**config.mk**
```make
export PLATFORM = sky130hd
export DESIGN_NAME = seq_adder
export DESIGN_NICKNAME = d
export VERILOG_FILES = /design/src/rtl/seq_adder_pkg.sv /design/src/rtl/seq_adder_chunk_adder.sv /design/src/rtl/seq_adder.sv
export SDC_FILE = /design/constraint.sdc
export NUM_CORES = 1
export LEC_CHECK = 0
export ABC_CLOCK_PERIOD_IN_PS = 4400
export CAP_MARGIN = 25
export CORE_MARGIN = 2
export CORE_UTILIZATION = 45
export DETAILED_ROUTE_END_ITERATION = 16
export GPL_TIMING_DRIVEN = 0
export HOLD_SLACK_MARGIN = 0.05
export PLACE_DENSITY = 0.73
export SYNTH_ARGS = -nofsm -noshare
export SYNTH_HDL_FRONTEND = slang
export SYNTH_SLANG_ARGS = --single-unit
export TNS_END_PERCENT = 30
```
**constraint.sdc**
```tcl
create_clock -name clk -period 4.4 [get_ports clk]
set_input_delay 0.88 -clock clk [delete_from_list [all_inputs] [get_ports clk]]
set_output_delay 0.88 -clock clk [all_outputs]
set_load 0.01 [all_outputs]
```
**src/rtl/seq_adder_pkg.sv**
```systemverilog
// Shared types and helpers for the sequential chunked adder.
package seq_adder_pkg;

  // Controller states; encodings are fixed so other blocks can decode them.
  typedef enum logic [1:0] {
    IDLE = 2'd0,
    BUSY = 2'd1,
    DONE = 2'd2
  } state_t;

  // Width of a chunk index register; never narrower than one bit.
  function automatic int idx_width(input int n);
    return (n <= 1) ? 1 : $clog2(n);
  endfunction

endpackage

```
**src/rtl/seq_adder_chunk_adder.sv**
```systemverilog
// CHUNK-bit combinational ripple adder: {cout, s} = a + b + cin.
module chunk_adder #(
  parameter int CHUNK = 8
) (
  input  logic [CHUNK-1:0] i_a,
  input  logic [CHUNK-1:0] i_b,
  input  logic             i_cin,
  output logic [CHUNK-1:0] o_s,
  output logic             o_cout
);

  assign {o_cout, o_s} = {1'b0, i_a} + {1'b0, i_b} + {{CHUNK{1'b0}}, i_cin};

endmodule

```
**src/rtl/seq_adder.sv**
```systemverilog
// Multi-cycle WIDTH-bit adder, CHUNK bits per cycle, LSB chunk first.
// The carry between chunks is registered, so the combinational path is one
// CHUNK-bit ripple adder regardless of WIDTH.
// Optional feature: define SEQ_ADDER_OVF_EN to add the signed 'overflow' output.
module seq_adder
  import seq_adder_pkg::*;
#(
  parameter int WIDTH = 32,
  parameter int CHUNK = 8
) (
  input  logic             clk,
  input  logic             rst,
  input  logic             in_valid,
  output logic             in_ready,
  input  logic [WIDTH-1:0] a,
  input  logic [WIDTH-1:0] b,
  input  logic             carry_in,
  output logic             out_valid,
  input  logic             out_ready,
  output logic [WIDTH-1:0] sum,
  output logic             carry_out
`ifdef SEQ_ADDER_OVF_EN
  ,
  output logic             overflow
`endif
);

  localparam int NCHUNK = WIDTH / CHUNK;
  localparam int IW     = idx_width(NCHUNK);
  localparam logic [IW-1:0] LAST_IDX = IW'(NCHUNK - 1);

  // Reject widths that do not split evenly into chunks.
  if ((CHUNK < 1) || (WIDTH % CHUNK != 0)) begin : g_bad_cfg
    $error("seq_adder: WIDTH must be a non-zero multiple of CHUNK");
  end

  state_t r_state;
  state_t w_next;

  logic [IW-1:0]                  r_idx;
  logic [NCHUNK-1:0][CHUNK-1:0]   r_a;
  logic [NCHUNK-1:0][CHUNK-1:0]   r_b;
  logic [NCHUNK-1:0][CHUNK-1:0]   r_sum;
  logic                           r_carry;
  logic                           r_cout;

  logic [CHUNK-1:0] w_s;
  logic             w_cout;
  logic             w_accept;
  logic             w_last;

  assign in_ready  = (r_state == IDLE);
  assign out_valid = (r_state == DONE);
  assign w_accept  = in_valid && in_ready;
  assign w_last    = (r_idx == LAST_IDX);
  assign sum       = r_sum;
  assign carry_out = r_cout;

  // Single adder shared by all chunks; idx selects which slice it sees.
  chunk_adder #(.CHUNK(CHUNK)) u_chunk (
    .i_a    (r_a[r_idx]),
    .i_b    (r_b[r_idx]),
    .i_cin  (r_carry),
    .o_s    (w_s),
    .o_cout (w_cout)
  );

  // State register.
  always_ff @(posedge clk or posedge rst) begin
    if (rst) r_state <= IDLE;
    else     r_state <= w_next;
  end

  // Next-state: accept in IDLE, walk chunks in BUSY, hold in DONE until taken.
  always_comb begin
    w_next = r_state;
    case (r_state)
      IDLE:    if (in_valid)  w_next = BUSY;
      BUSY:    if (w_last)    w_next = DONE;
      DONE:    if (out_ready) w_next = IDLE;
      default: w_next = IDLE;
    endcase
  end

  // Operand capture and per-chunk accumulation; reset discards any partial sum.
  always_ff @(posedge clk or posedge rst) begin
    if (rst) begin
      r_idx   <= '0;
      r_a     <= '0;
      r_b     <= '0;
      r_sum   <= '0;
      r_carry <= 1'b0;
      r_cout  <= 1'b0;
    end else if (w_accept) begin
      r_idx   <= '0;
      r_a     <= a;
      r_b     <= b;
      r_carry <= carry_in;
    end else if (r_state == BUSY) begin
      r_sum[r_idx] <= w_s;
      r_carry      <= w_cout;
      if (w_last) r_cout <= w_cout;
      else        r_idx  <= r_idx + 1'b1;
    end
  end

`ifdef SEQ_ADDER_OVF_EN
  logic r_ovf;
  assign overflow = r_ovf;

  // Signed overflow: operands agree in sign but the result's sign differs.
  // The top sum bit is the MSB of the chunk being written on the last edge.
  always_ff @(posedge clk or posedge rst) begin
    if (rst)
      r_ovf <= 1'b0;
    else if ((r_state == BUSY) && w_last)
      r_ovf <= (r_a[NCHUNK-1][CHUNK-1] == r_b[NCHUNK-1][CHUNK-1]) &&
               (w_s[CHUNK-1] != r_a[NCHUNK-1][CHUNK-1]);
  end
`endif

endmodule

```
## Word-level counts from Yosys, hierarchy flattened

Index checks and enable logic that the tools add are counted.

| cells by class | value |
|---|---|
| $add $sub $neg | 3 |
| order comparisons | 2 |
| eq/ne operators | 7 |
| mux-type cells | 16 |
| bitwise logic cells | 1 |
| reduce and logical (&&, ||, !) cells | 8 |

Operators by type and width:

| kind | number |
|---|---|
| $bmux W8 S2 | 2 |
| $bwmux W32 | 1 |
| $mux W8 | 3 |
| $demux W8 S2 | 1 |
| $mux W2 | 6 |
| $add A8 B8 Y9 | 1 |
| $add A9 B1 Y9 | 1 |
| $ne A2 B2 Y1 const B | 3 |
| $pmux W2 S3 | 1 |
| $reduce_and A3 Y1 | 2 |
| $eq A2 B2 Y1 const B | 2 |
| $reduce_and A2 Y1 | 2 |
| $lt A2 B3 Y1 const B | 1 |
| $add A2 B1 Y2 const B | 1 |
| $eq A2 B1 Y1 const B | 1 |
| $ge A2 B1 Y1 const B | 1 |
| $logic_and A1 B1 Y1 | 2 |
| $logic_not A2 Y1 | 1 |
| $mux W1 | 2 |
| $ne A2 B1 Y1 const B | 1 |
| $reduce_bool A2 Y1 | 1 |
| $not A1 Y1 | 1 |

| word-level totals | value |
|---|---|
| register bits after elaboration | 102 |
| input bits | 69 |
| output and inout port bits | 35 |
| word-level logic and storage cells | 53 |

## Logic depth before layout (Yosys ltp)

Gate-level depths: netlist (run 1).

| logic depth | value |
|---|---|
| word-level depth | 6 |
| depth in mapped cells | 10 |
| gate-level depth less buffers | 9 |

## Modules after synthesis

From an unflattened synthesis (run 1), not the netlist that was laid out.

| unflattened totals | value |
|---|---|
| cells, all modules | 299 |
| area total of the unflattened synthesis | 4883.4 µm² |

By module, submodules not included:

| module | instances | cells an instance | area an instance (µm²) | seq. area each (µm²) |
|---|---|---|---|---|
| seq_adder | 1 | 262 | 4558.1 | 2552.4 |
| chunk_adder | 1 | 37 | 325.3 | 0.0 |

## Least setup slack after synthesis (run 1)

OpenSTA, ideal clock, no wires.

| timing | value |
|---|---|
| path type | reg-to-reg |
| start | register r_idx[0] |
| end | register r_sum (netlist bit sum[14]) |
| setup time | 0.095 ns |
| data arrival time | 2.504 ns |
| data required time | 4.305 ns |
| slack | 1.801 ns |
| cell stages (with the launch flop) | 11 |
| path buffers | 1 |
| clock period less this slack | 2.599 ns |
| cell sequence | dfrtp_1 -> buf_4 -> mux4_2 -> fa_1 -> inv_1 -> fa_1 -> nor2b_4 -> o21ai_2 -> a21oi_2 -> o21a_1 -> o31ai_1 |

| between the ends | value |
|---|---|
| longest elaborated chain between the ends | 5 |
| elaborated cells on any way between the ends | 12 |
| those cells by class | add/sub: 2; order compare: 2; mux: 7; reduce/logical: 1 |

Ends and longest elaborated chain:

| element | RTL line | source |
|---|---|---|
| from (decl) | seq_adder.sv:40 | `logic [IW-1:0] r_idx;` |
| from (signal assigned) | seq_adder.sv:103 | `else r_idx <= r_idx + 1'b1;` |
| $bmux W8 S2, or another cell as far along | seq_adder.sv:61 | `.i_a (r_a[r_idx]),` |
| $mux W8 (not written as such), or another cell as far along | seq_adder.sv:61 |  |
| $add A8 B8 Y9 / $mux W8 (equally long branches) | seq_adder_chunk_adder.sv:12, seq_adder.sv:100 |  |
| $add A9 B1 Y9 / $demux W8 S2 (equally long branches) | seq_adder_chunk_adder.sv:12, seq_adder.sv:100 |  |
| $bwmux W32 (*) | seq_adder.sv:100 | `r_sum[r_idx] <= w_s;` |
| to (signal, indexed assignment) | seq_adder.sv:100 |  |
| to (decl) | seq_adder.sv:43 | `logic [NCHUNK-1:0][CHUNK-1:0] r_sum;` |

Every way passes the cells marked *; elsewhere a longest branch is shown, timed or not. The select of a mux whose other input is x is not followed.
A chain may end at the register's enable or synchronous reset.

## Final worst setup path (run 1)

Same ends and word-level chain as after synthesis.

==> results of run 1 <==
[power by group]
part | internal (uW) | total (uW) | leakage (uW) | switching, uW
logic | 1400 | 2850 | 0.00123 | 1450
registers | 1420 | 1660 | 0.00123 | 238
clock network | 292 | 589 | 0.000106 | 297
total | 3120 | 5100 | 0.00256 | 1980
[final cells by class]
class / count / share of cell area
buffer: 15 / 0.0162
clock inverter: 4 / 0.00748
timing repair buffer: 104 / 0.176
clock buffer: 12 / 0.0257
inverter: 10 / 0.00664
tap: 133 / 0.0276
multi-input combinational: 204 / 0.317
sequential: 102 / 0.424
[state kept, by name, summed over array words and instances (netlist names)]
name and cells:
r_state 2, carry_out 1, r_b 32, r_idx 2, r_a 32, sum 32
r_carry 1
[synthesized netlist by cell type]
cell	count
dfrtp_1	102
mux2_1	60
nand2_1	35
o21ai_0	27
mux4_2	16
ha_1	11
buf_4	9
inv_1	9
mux2_2	9
buf_2	6
nor2_1	6
o31ai_1	5
a21oi_1	4
a21o_1	2
a22o_1	2
a31oi_1	2
fa_1	2
o211ai_1	2
o21ai_2	2
xnor2_1	2
xor2_1	2
a211oi_1	1
a21oi_2	1
a22oi_1	1
and2_1	1
and2b_4	1
inv_2	1
mux2i_1	1
nand2_2	1
nand4_1	1
nor2_4	1
nor2b_4	1
nor3_2	1
o21a_1	1
o22a_1	1
o22ai_1	1
o311ai_2	1
[metrics by stage]
stage               hold WS [ns]   util  cell area, um2
floorplan                  0.452      -            4600
global placement           0.461  0.588            5800
detailed placement         0.471  0.591            5830
CTS                        0.493  0.611            6030
global route               0.508  0.611            6030
finish                     0.484  0.611            6030
[critical path, cell delays in order (launching register included)]
cell and delay [ns]:
dfrtp_1 0.40, buf_4 0.24, mux4_2 0.58, fa_1 0.48
inv_1 0.10, fa_1 0.24, nor2b_4 0.06, o21ai_2 0.16
a21oi_2 0.10, o21a_1 0.23, o31ai_1 0.25
[path summary, 6_finish.rpt]
kind                       slack, ns       to  cells past startpoint
max reg2reg                     1.45  sum[14]                     10
min reg2reg                     0.48  r_b[23]                      1
max in group asynchronous       2.77   r_a[8]                      3
max                             1.45  sum[14]                     10
min in group asynchronous       0.95  sum[10]                      2
min                             0.48  r_b[23]                      1
[cell families (layout without fill, tap and decap cells)]
kind of cell | Yosys count | count (layout)
compound gates | 53 | 53
xor+xnor | 4 | 4
fa+ha+maj | 13 | 13
buf+inv | 25 | 145
flops | 102 | 102
mux | 86 | 86
simple gates | 48 | 48
[layout by cell type, fill, tap and decap left out, drive strengths merged]
master,count
buf,16
mux2i,1
a31oi,2
o22ai,1
o21ai,29
o22a,1
xnor2,2
bufinv,1
mux2,69
clkbuf,12
o31ai,5
clkinv,3
inv,10
nand2,36
and2b,1
a22oi,1
ha,11
nor3,1
nor2,7
o211ai,2
a21oi,5
nand4,1
fa,2
mux4,16
a21o,2
dfrtp,102
nor2b,1
a22o,2
o21a,1
a211oi,1
o311ai,1
clkdlybuf4s50,103
xor2,2
and2,1
[per-layer routing]
metal / vias up / wire length (um) / global-route usage / part of all wire
met5: - / 0 / 0 / 0
met4: 0 / 54 / 0.0429 / 0.0056
met3: 7 / 589 / 0.0580 / 0.061
met2: 82 / 4660 / 0.318 / 0.48
met1: 1467 / 4360 / 0.248 / 0.45
li1: 1416 / - / - / -
==> results.toml, run 1 <==
[place]
post-place-ws_ns = 1.49
place_inst = 568
io_buffers = 103
gp_congestion = 0.792
hpwl_mm = 7.48

[critical_path]
cp_max_fo = 9
cp-end-kind = "flop"
critical_path_arrival_ns = 3.20
cp-start-kind = "flop"
path_class = "flop to flop"
crit_start = "r_idx[0]"
cp.required_ns = 4.65
r2r-start = "r_idx[0]"

[floorplan]
ios = 104
fp.dieH_um = 105
placementRows = 36
fp.dieArea_um2 = 11000
core-area_um2 = 9860
die_w_um = 105
initial_core_util = 0.466

[timing]
slew_viol_final = 0
slew_headroom = 0.584
setup_slack_ns = 1.45
timing.final.crit_period_ns = 2.95
rsz0062_at_grt = "false"
finalSetupViolCount = 0
fin_crit_sh = 0.670
hold_viol = 0
tightest_slew_ns = 0.623
fmax_ghz = 0.339
skew_ns = 0.0134
finalSetupTns_ns = 0

[hold_path]
min_from = "r_b[23]"
hp-class = "flop to flop"

[final_layout]
areaGrowthSynthToFinish_pct = 31.0
final_layout_size_suffix_gt1_frac = 0.149
nets = 528
n_antenna_cell = 0
instances_no_fill = 584
multi_input_area_um2 = 1910
fill_cells = 790
register_area_um2 = 2550

[synthesis]
synthCells = 331
seq_area_frac_synth = 0.555
yosys.area_share.simple = 0.0473
synth_cell_types = 37
synth_warnings = 0
synth_nets = 413
synth-compound-area-share = 0.0724
synth_top_family_by_area = "multiplexers"
synth_xor_area_frac = 0.00762
syn_area_per_cell_um2 = 13.9
netlist_area_um2 = 4600
muxShareOfSynthArea = 0.250
ys_seq_elements = 102
synth_fa_ha_area_frac = 0.0386
yosys.area.top_type = "dfrtp_1"
yosysTopAreaCellShare = 0.555
ys_top_cells_by_area = "dfrtp_1, mux2_1, mux4_2"

[global_route]
antenna_found_initial = 0
gr-usage-all-layers = 0.191
grt_max_degree = 55
grt_pass1_wl_mm = 16.4
overflow = 0
first_global_vias = 3288

[cts]
postCtsSetupRepairBufs = 0
numCtsBuffers = 9
clkSinkCount = 102
clockBufferDepth = 2
cts_tree = "built"
clock_latency_ns = 0.36
post_cts_resized = 0
cts_root_buf = "clkbuf_8"
hold_buffers = 0
clk_pin_slew_ns = 0.09
htree_levels = 3

[run_status]
outcome = "complete, no violations"

[run]
max-cap-violations = 0

[route]
ant_nets = 0
wirelength_mm = 9.66
route.vias.total = 2972
firstDrtPassIters = 4
route.detailed.drc = 0
drtIter0Drc = 75
vias_per_cell = 5.09
routedWlPerCell_um = 16.5

[pwr]
irDropWorstVdd_uv = 347
p_per_area_nw_per_um2 = 846
power_leakage_uw = 0.00256
power_uw = 5100
Power figures use the tool's default switching activity.
==> run 2, diff against run 1 <==
--- a/config.mk
+++ b/config.mk
@@ -5,7 +5,7 @@
 export SDC_FILE = /design/constraint.sdc
 export NUM_CORES = 1
 export LEC_CHECK = 0
-export ABC_CLOCK_PERIOD_IN_PS = 4400
+export ABC_CLOCK_PERIOD_IN_PS = 3100
 export CAP_MARGIN = 25
 export CORE_MARGIN = 2
 export CORE_UTILIZATION = 45
==> constraint.sdc (replaced) <==
create_clock -name clk -period 3.1 [get_ports clk]
set_input_delay 0.62 -clock clk [delete_from_list [all_inputs] [get_ports clk]]
set_output_delay 0.62 -clock clk [all_outputs]
set_load 0.01 [all_outputs]
==> run 2 against run 1 <==
Net effect:
- fmax grew 3.6%
- largest power group unchanged
- sequential cell count is the same
- critical path type unchanged
- utilization grew 0.089 points
- power grew 42%
- combinational power grew 44%
- highest routed layer unchanged
- critical endpoint is now sum[22]
- global-route usage is essentially flat
- first-iteration DRC count grew 9.3%
==> results.toml, run 2 (same netlist as run 1, synthesis figures left out) <==
[pwr]
p_sw_uw = 2870
power_leakage_uw = 0.00256
irDropWorstVdd_uv = 530
p_int_uw = 4360
seqPwrFrac = 0.327
clockPowerShare = 0.108
p_per_area_nw_per_um2 = 1200
power_uw = 7240
pwr-share-comb = 0.565
swShare = 0.397

[timing]
slew_headroom = 0.673
slew_viol_final = 0
tightest_slew_ns = 0.490
hold_viol = 0
rsz0062_at_grt = "false"
fin_crit_sh = 0.918
skew_ns = 0.00967
fmax_ghz = 0.352
finalSetupViolCount = 0
setup_slack_ns = 0.255
timing.final.crit_period_ns = 2.84
finalSetupTns_ns = 0

[global_route]
first_global_vias = 3213
grt_max_degree = 44
grt_pass1_wl_mm = 16.5
antenna_found_initial = 0
overflow = 0
gr-usage-all-layers = 0.191

[final_layout]
mostFrequentLayoutCells = "clkdlybuf4s50_1, dfrtp_1, mux2_1"
n_antenna_cell = 0
final_layout_size_suffix_gt1_frac = 0.155
layout_commonest_cell = "clkdlybuf4s50_1"
fin_util = 0.612
nets = 529
instances_no_fill = 585
areaGrowthSynthToFinish_pct = 31.2

[critical_path]
cp-start-kind = "flop"
cp.required_ns = 3.36
critical_path_arrival_ns = 3.10
path_class = "flop to flop"
cp_max_fo = 9
cp-end-kind = "flop"

[floorplan]
die_w_um = 105
ios = 104
fp.dieH_um = 105
fp.dieArea_um2 = 11000
core-area_um2 = 9860
initial_core_util = 0.466
placementRows = 36

[route]
route.vias.total = 3058
ant_nets = 0
drtIter0Drc = 82
wirelength_mm = 9.83
routedWlPerCell_um = 16.8
vias_per_cell = 5.23
route.detailed.drc = 0
firstDrtPassIters = 4

[place]
place_inst = 569
gp_congestion = 0.794
post-place-ws_ns = 0.212
io_buffers = 103
hpwl_mm = 7.57

[run_status]
outcome = "complete, no violations"

[cts]
clockBufferDepth = 2
htree_levels = 3
clk_pin_slew_ns = 0.10
cts_tree = "built"
cts_root_buf = "clkbuf_8"
clkSinkCount = 102
clock_latency_ns = 0.36
numCtsBuffers = 9
hold_buffers = 0

[run]
max-cap-violations = 0

[hold_path]
hp-class = "flop to flop"
-- run 2: what timing repair did --
action	4_1_cts	5_1_grt
buffers inserted	0	0
gates resized for setup	0	2
endpoints found under the setup margin	0	2
hold endpoints to repair	0	0
-- run 2: cell type report --
type                       instances  area [um2]
multi-input combinational        204        1920
inverter                          10        41.3
buffer                            15         101
timing repair buffer             105        1070
tap                              133         166
fill                             779        3830
clock inverter                     6        46.3
sequential                       102        2550
clock buffer                      10         138
-- run 2: worst paths after layout --
kind | from | to | slack, ns | depth (start not counted)
worst max-delay path | r_idx[0] | sum[22] | 0.26 | 10
worst min-delay path | r_b[27] | r_b[27] | 0.49 | 1
worst max register to register | r_idx[0] | sum[22] | 0.26 | 10
worst min register to register | r_b[27] | r_b[27] | 0.49 | 1
max in group asynchronous | rst | r_a[24] | 1.88 | 3
min in group asynchronous | rst | sum[10] | 0.64 | 2
-- run 2: worst max-delay path, stage by stage (launching register included) --
cell	delay, ns
dfrtp_1	0.41
buf_6	0.19
mux4_2	0.56
fa_1	0.46
inv_1	0.09
fa_1	0.25
nor2b_4	0.05
o21ai_2	0.15
a21oi_2	0.10
o21a_1	0.23
o31ai_1	0.25
-- run 2: routing by layer --
layer / vias up / global-route usage / routed length [um]
li1: 1424 / - / -
met4: 0 / 0.0533 / 117
met1: 1536 / 0.251 / 4340
met2: 85 / 0.315 / 4780
met5: - / 0 / 0
met3: 13 / 0.0518 / 596
-- run 2: through the flow --
step | area (um2) | hold slack, ns
6_report | 6030 | 0.489
5_1_grt | 6030 | 0.512
4_1_cts | 6020 | 0.493
3_5_place_dp | 5840 | 0.470
3_3_place_gp | 5800 | 0.462
2_1_floorplan | 4600 | 0.452
-- run 2: power groups by stage --
stage / combinational [uW] / sequential (uW) / clock (uW)
6_report: 4090 / 2370 / 782
2_1_floorplan: 2770 / 2380 / 0
4_1_cts: 4080 / 2370 / 794
3_5_place_dp: 4070 / 2400 / 0
5_1_grt: 4520 / 2450 / 867
3_3_place_gp: 3940 / 2360 / 0
